--- config.mk ---
export PLATFORM = sky130hd
export DESIGN_NAME = demux_tdm_ctrl
export DESIGN_NICKNAME = d
export VERILOG_FILES = /design/src/rtl/demux_pkg.sv /design/src/rtl/demux_next_sel.sv /design/src/rtl/demux_tdm_ctrl.sv
export SDC_FILE = /design/constraint.sdc
export NUM_CORES = 1
export LEC_CHECK = 0
export CORE_ASPECT_RATIO = 0.6
export CORE_MARGIN = 4
export CORE_UTILIZATION = 30
export DETAILED_ROUTE_END_ITERATION = 8
export SYNTH_ARGS = -nofsm -noshare
export SYNTH_HDL_FRONTEND = slang
export SYNTH_SLANG_ARGS = --single-unit
export TNS_END_PERCENT = 100
--- constraint.sdc ---
create_clock -name clk -period 2.3 [get_ports clk]
set_input_delay 0.69 -clock clk [delete_from_list [all_inputs] [get_ports clk]]
set_output_delay 0.69 -clock clk [all_outputs]
set_load 0.01 [all_outputs]
--- src/rtl/demux_pkg.sv ---
// Shared types and helpers for the TDM demux sequencer.
// State encoding and channel geometry are fixed by the demux_2x4 datapath.
package demux_pkg;

  localparam int NCH   = 4;
  localparam int SEL_W = 2;

  typedef enum logic [1:0] {
    IDLE     = 2'd0,
    RUN      = 2'd1,
    STOPPING = 2'd2
  } state_e;

  // Index of the lowest set bit; returns 0 for an empty mask.
  function automatic logic [SEL_W-1:0] lowest_idx(input logic [NCH-1:0] m);
    lowest_idx = '0;
    for (int i = NCH - 1; i >= 0; i--) begin
      if (m[i]) lowest_idx = SEL_W'(i);
    end
  endfunction

endpackage

--- src/rtl/demux_next_sel.sv ---
// Finds the next enabled channel strictly above sel; wrap flags the end of a frame.
// Purely combinational, no backpressure.
module demux_next_sel
  import demux_pkg::*;
(
  input  logic [NCH-1:0]   mask,
  input  logic [SEL_W-1:0] sel,
  output logic [SEL_W-1:0] next_sel,
  output logic             wrap
);

  always_comb begin
    next_sel = sel;
    wrap     = 1'b1;
    // Scan downwards so the lowest qualifying index wins.
    for (int i = NCH - 1; i >= 0; i--) begin
      if (mask[i] && (i > int'(sel))) begin
        next_sel = SEL_W'(i);
        wrap     = 1'b0;
      end
    end
  end

endmodule

--- src/rtl/demux_tdm_ctrl.sv ---
// Round-robins accepted serial bits over the enabled demux channels, one registered bit per channel.
// Latency 1 from transfer to ch_valid; in_ready is high whenever a run is active.
module demux_tdm_ctrl
  import demux_pkg::*;
#(
  parameter int FRAMES = 0,
  parameter int CNT_W  = 16
) (
  input  logic             clk,
  input  logic             reset,
  input  logic             start,
  input  logic             stop,
  input  logic [NCH-1:0]   en_mask,
  input  logic             d_in,
  input  logic             in_valid,
  output logic             in_ready,
  output logic [SEL_W-1:0] sel,
  output logic             demux_en,
  output logic [NCH-1:0]   ch_data,
  output logic [NCH-1:0]   ch_valid,
  output logic             busy,
  output logic             frame_done,
  output logic [CNT_W-1:0] frame_cnt
);

  state_e             state_q, state_d;
  logic [SEL_W-1:0]   sel_q, sel_d;
  logic [NCH-1:0]     mask_q, mask_d;
  logic [NCH-1:0]     ch_data_q, ch_data_d;
  logic [NCH-1:0]     ch_valid_q, ch_valid_d;
  logic               frame_done_q, frame_done_d;
  logic [CNT_W-1:0]   frame_cnt_q, frame_cnt_d;
  logic [CNT_W-1:0]   cnt_inc;
  logic [NCH-1:0]     new_mask;
  logic [SEL_W-1:0]   next_sel;
  logic               wrap;
  logic               xfer;

  demux_next_sel u_next_sel (
    .mask     (mask_q),
    .sel      (sel_q),
    .next_sel (next_sel),
    .wrap     (wrap)
  );

  assign busy       = (state_q != IDLE);
  assign in_ready   = busy;
  assign xfer       = in_valid & in_ready;
  assign demux_en   = xfer;
  assign sel        = sel_q;
  assign ch_data    = ch_data_q;
  assign ch_valid   = ch_valid_q;
  assign frame_done = frame_done_q;
  assign frame_cnt  = frame_cnt_q;

  always_comb begin
    state_d      = state_q;
    sel_d        = sel_q;
    mask_d       = mask_q;
    ch_data_d    = ch_data_q;
    ch_valid_d   = '0;
    frame_done_d = 1'b0;
    frame_cnt_d  = frame_cnt_q;
    cnt_inc      = frame_cnt_q + CNT_W'(1);
    // An all-zero mask at a boundary keeps the current channel set.
    new_mask     = (en_mask != '0) ? en_mask : mask_q;

    case (state_q)
      IDLE: begin
        if (start && (en_mask != '0)) begin
          mask_d      = en_mask;
          sel_d       = lowest_idx(en_mask);
          frame_cnt_d = '0;
          state_d     = RUN;
        end
      end
      RUN, STOPPING: begin
        if (stop && (state_q == RUN)) state_d = STOPPING;
        if (xfer) begin
          ch_data_d[sel_q]  = d_in;
          ch_valid_d[sel_q] = 1'b1;
          if (wrap) begin
            mask_d       = new_mask;
            sel_d        = lowest_idx(new_mask);
            frame_done_d = 1'b1;
            frame_cnt_d  = cnt_inc;
            if ((state_q == STOPPING) || stop ||
                ((FRAMES != 0) && (cnt_inc == CNT_W'(FRAMES))))
              state_d = IDLE;
          end else begin
            sel_d = next_sel;
          end
        end
      end
      default: state_d = IDLE;
    endcase
  end

  always_ff @(posedge clk) begin
    if (reset) begin
      state_q      <= IDLE;
      sel_q        <= '0;
      mask_q       <= '0;
      ch_data_q    <= '0;
      ch_valid_q   <= '0;
      frame_done_q <= 1'b0;
      frame_cnt_q  <= '0;
    end else begin
      state_q      <= state_d;
      sel_q        <= sel_d;
      mask_q       <= mask_d;
      ch_data_q    <= ch_data_d;
      ch_valid_q   <= ch_valid_d;
      frame_done_q <= frame_done_d;
      frame_cnt_q  <= frame_cnt_d;
    end
  end

endmodule

==> Word level (Yosys, flattened, before mapping) <==
Index checks and enable logic that the tools add are counted.
{ "totals": {"register_bits": 33, "latchBits": 0, "ram_bits": 0, "romBits": 0, "input_bits": 10, "out_inout_bits": 30, "elab_cells": 75, "mem_count": 0} }
{ "op_classes": {"n_addsub": 1, "mul": 0, "div_mod_pow": 0, "magnitude_cmp": 5, "eq_ne": 6, "shifts": 0, "muxes": 37, "bitwise": 3, "reduce_logical": 16} }
{ "op_table": {"columns": ["op", "count"], "rows": [
  ["$mux 16", 3],
  ["$mux 2", 19],
  ["$pmux 16 s2", 1],
  ["$add 16x1->16 const B", 1],
  ["$mux 4", 4],
  ["$pmux 2 s2", 2],
  ["$pmux 4 s2", 1],
  ["$reduce_and 4->1", 2],
  ["$logic_and 1x1->1", 6],
  ["$mux 1", 5],
  ["$ne 5x1->1 const B", 1],
  ["$bwmux 4", 1],
  ["$gt 2x2->1 const A", 2],
  ["$ne 2x2->1 const B", 2],
  ["$reduce_bool 2->1", 2],
  ["$reduce_bool 4->1", 1],
  ["$lt 2x3->1 const B", 1],
  ["$reduce_or 3->1", 1],
  ["$demux 1 s2", 1],
  ["$eq 2x1->1 const B", 1],
  ["$eq 2x2->1 const B", 1],
  ["$ge 2x1->1 const B", 1],
  ["$gt 1x2->1 const A", 1],
  ["$logic_not 2->1", 1],
  ["6 further kinds", 7]
]} }

==> Depth between registers and ports, before layout <==
{ "depth": {"word_depth": 9, "depth_mapped": 8, "ltp_nobuf": 7} }

==> Hierarchy <==
Synthesis repeated with hierarchy kept, for this count alone.
{ "unflattened": {"hier_cells": 208, "area_unflattened_um2": 1813.0} }
{ "by_module_without_submodules": {"columns": ["mod", "instances", "cells_per_inst", "area_each_um2", "seq_area_each_um2"], "rows": [
  ["demux_tdm_ctrl", 1, 199, 1757.9, 660.6],
  ["demux_next_sel", 1, 9, 55.1, 0.0]
]} }

==> Worst setup path before layout <==
No wires, ideal clock.
{ "synth_path": {"kind": "input-to-reg", "startpoint": "in en_mask[2]", "endpoint": "reg sel_q[0] (netlist: sel[0])", "setup_ps": 101, "arrival_ps": 1894, "required_ps": 2199, "setup_slack_ps": 305, "stages": 5, "path_buffers": 1, "path_cell_list": "buf_6 > o41ai_1 > a221oi_1 > or3b_1 > o41ai_1"} }
{ "synth_between": {"elab_chain_cells": 9, "word_cells_on_any_way": 16, "cone_classes": "eq/ne (1); mux (12); reduce/logical (3)"} }
{ "synth_lines": {"columns": ["item", "line", "source"], "rows": [
  ["start, declared", "demux_tdm_ctrl.sv:13", "input logic [NCH-1:0] en_mask,"],
  ["$reduce_bool 4->1", "demux_tdm_ctrl.sv:66, demux_tdm_ctrl.sv:70", null],
  ["$mux 4", "demux_tdm_ctrl.sv:66", "new_mask = (en_mask != '0) ? en_mask : mask_q;"],
  ["$mux 2 (4 in series)", "demux_pkg.sv:18", "if (m[i]) lowest_idx = SEL_W'(i);"],
  ["$mux 2", "demux_tdm_ctrl.sv:82", "if (wrap) begin"],
  ["$mux 2", "demux_tdm_ctrl.sv:79", "if (xfer) begin"],
  ["$pmux 2 s2", "demux_tdm_ctrl.sv:68", "case (state_q)"],
  ["end signal, assigned", "demux_tdm_ctrl.sv:110", "sel_q <= sel_d;"],
  ["end, declared", "demux_tdm_ctrl.sv:27", "logic [SEL_W-1:0] sel_q, sel_d;"]
]} }
Several ways; a longest one is shown, not always the timed one. The select of a mux whose other input is x is not followed.
A chain may end at the register's enable or synchronous reset.

==> Worst setup path in the final report <==
{ "layout_path": {"startpoint": "in in_valid", "endpoint": "out demux_en"} }
{ "layout_between": {"elab_chain_cells": 1} }
{ "layout_lines": {"columns": ["item", "line", "source"], "rows": [
  ["start, declared", "demux_tdm_ctrl.sv:15", "input logic in_valid,"],
  ["$and 1x1->1", "demux_tdm_ctrl.sv:48", "assign xfer = in_valid & in_ready;"],
  ["end, declared", "demux_tdm_ctrl.sv:18", "output logic demux_en,"]
]} }
No other way between the ends.

==> results.md <==
* Clock Path Buffers at 2
* Via-to-Cell Ratio at between 4 and 5
* Warnings from Yosys at 0
* Switch Pwr at about 0.44 mW
* Share of cells above drive strength 1 at between 15 and 20%
* Outcome: finished clean
* HP Start: frame_cnt[9]
* DP Wirelength at about 3900 µm
* Clock sink count at 33
* Final GP Congestion at ~0.78
* Final antenna diode count at 0
* Worst-margin pin slew at just over 0.6 ns
* Die Height at approximately 70 µm
* Worst setup SP type: input pin
* #FFs+latches synth at 33
* Worst EP required at 1.61 ns
* Area growth, synth to finish at 39.8%
* Worst-path clk slew at 0.07 ns
* Slew HR at about three fifths
* Gr usage total at a little over an eighth
* Cell count after synthesis at ~230
* Vias in the first global route at around 1.7k
* End of the worst hold path: frame_cnt[9]
* Final setup viols at 0
* Period utilisation layout at approximately 100%
* DRC at 0
* Total Wirelength at approximately 5100 µm
* Drt pass-1 iters at 5
* Clk_lat worst skew at 0.29 ns
* Port bufs at 39
* Initial antenna violation count at 0
* Placement Cell Area at ~0.0026 mm²
* Internal power at 1.12 mW
* Min Hold Slack at between 0.4 and 0.5 ns
* Final Core Density at 44.1%
* Reg-to-reg startpoint: state_q[1]
* Via count at approximately 1.9k
* Combinational power share at a little under a quarter
* TritonCTS clock tree: yes
* Synthesized area per cell at approximately 8.6 µm²
* R2R Path End: sel[1]
* Iteration-0 DRC Markers at around 130
* Crit end category: output port
* Placed cells at 369
* Core footprint at just over 0.006 mm²
* Place WS at -0.251 ns
* Register area share after synthesis at approximately a third
* Post-synth EDFFs at 0
* Grt ovf at 0
* Initial Util at a little under a third
* RSZ-0062 raised after global routing: yes
* VDD IR max at around 260 µV
* Io pins at 40
* CP max FO at 2
* Slew Viols, Final at 0
* Rows at 22
* Ys flop type: dfxtp_1
* Clock Power Share at between 30% and 40%
* Hold depth at 2
* Worst-case reg-to-reg path depth at 7
* Final worst slack at about 0.053 ns
* Final Critical Period at around 2.2 ns
* Async S/R FF share, synth at 0%
* Leak at slightly above 1 nW
* Yosys cell types at 42
* HP Class: reg -> reg
* Root buf cell: clkbuf_8
* Cts bufs inserted at 5
* Setup TNS at 0 ns
* Die area at a little under 0.008 mm²
* Synth Cell Area at around 0.002 mm²
* Non-filler cells, final at 377
* Final hold violations at 0
* Critical Path AT at 1.56 ns
* Final ANT Viol Nets at 0
* Max-cap violations at 0
* Final total power at between 1.5 and 2 mW
* Pin count of the biggest net entering global routing at 15
* R2r setup slk at ~0.17 ns
* Final #Nets at 307
* Net Sw Frac at between 20% and 30%
* Power per cell area at around 570 mW/mm²
* Die outline width at 112 µm
* Routed wire per std cell at approximately 14 µm
* Worst setup path category: in -> out
* Max Fclk at ~0.44 GHz
* Synth Net Count at between 200 and 250
* Fin Clk Skew at ~0.0087 ns
* First-pass GRT wire length at roughly 8500 µm
* Design area at around 0.0027 mm²
* Seq pwr share at 39.7%
* H-tree Lvls at 2
==> critical path, cell delays in order <==
cell and delay, ns:
clkdlybuf4s50_1 0.48, nand2b_1 0.07, inv_1 0.08, clkdlybuf4s15_1 0.23
==> power by group through the flow <==
stage          sequential (mW)  clock [mW]  combinational, mW
3_5_place_dp             0.634           0              0.359
4_1_cts                  0.621       0.598              0.359
3_3_place_gp             0.635           0              0.355
5_1_grt                  0.627       0.626              0.398
2_1_floorplan            0.625           0              0.225
6_report                 0.621       0.584              0.360
==> sequential cells by signal, summed over array words and instances, names as in the netlist <==
name / cells
state_q: 2
ch_valid: 4
ch_data: 4
frame_cnt: 16
mask_q: 4
frame_done: 1
sel: 2
==> metal layers <==
metal / vias up / track usage, % / part of all wire (%)
met5: - / 0 / 0
met4: 0 / 3.60 / 0.96
met3: 7 / 3.59 / 5.6
met2: 41 / 17.2 / 38
met1: 860 / 20.7 / 56
li1: 950 / - / -
==> what timing repair did <==
| action | CTS | global route |
|---|---|---|
| cloned | 0 | 0 |
| setup endpoints to repair | 3 | 9 |
| buffers inserted | 0 | 0 |
| hold buffers | 0 | 0 |
| gates resized for setup | 4 | 9 |
==> cell type report <==
type | instances | area [µm²]
fill | 646 | 3480
clock buffer | 6 | 82.6
clock inverter | 2 | 37.5
sequential | 33 | 661
timing repair buffer | 69 | 628
multi-input combinational | 169 | 1180
inverter | 14 | 52.6
tap | 84 | 105
==> layout by cell type, fill, tap and decap left out, types with 9 or more instances in the layout <==
cell / Yosys / layout
inv_1: 14 / 14
nand2_1: 26 / 26
mux2i_1: 15 / 15
buf_4: 4 / 29
a21oi_1: 9 / 9
nand2b_1: 15 / 15
nor2_1: 16 / 16
clkdlybuf4s50_1: 0 / 35
nand3_1: 9 / 9
dfxtp_1: 33 / 33
==> how the worst max path moves through the flow <==
| stage | startpoint | endpoint | slack (ns) | depth (start not counted) |
|---|---|---|---|---|
| final | in_valid | demux_en | 0.05 | 4 |
| after global routing | in_valid | frame_cnt[9] | -0.01 | 7 |
| after CTS | in_valid | demux_en | 0.01 | 4 |
| after detailed placement | in_valid | demux_en | -0.25 | 4 |
| after global placement | in_valid | demux_en | -0.23 | 4 |
| after floorplan | en_mask[2] | sel[0] | 0.30 | 5 |
==> synth_stat cells, types with 5 or more instances <==
cell	count	area share (%)
o32ai_1	5	2.2
mux2i_1	15	7.6
or2b_1	6	2.3
o21ai_0	7	1.8
nor2_1	16	3.1
nor3_1	8	2.0
inv_1	14	2.7
nand2_1	26	5.0
nand3_1	9	2.3
nand2b_1	15	4.8
a21oi_1	9	2.3
dfxtp_1	33	34
a211oi_1	8	3.1
ha_1	5	3.2
==> cell families after synthesis <==
family	synth area share (%)
AND/OR/NAND/NOR	28.0
adder cells (fa/ha/maj)	3.19
AO/OA/AOI/OAI	19.9
multiplexers	7.65
flip-flops	33.7
buffers and inverters	7.65
No activity file was read; power rests on OpenSTA's default activity.
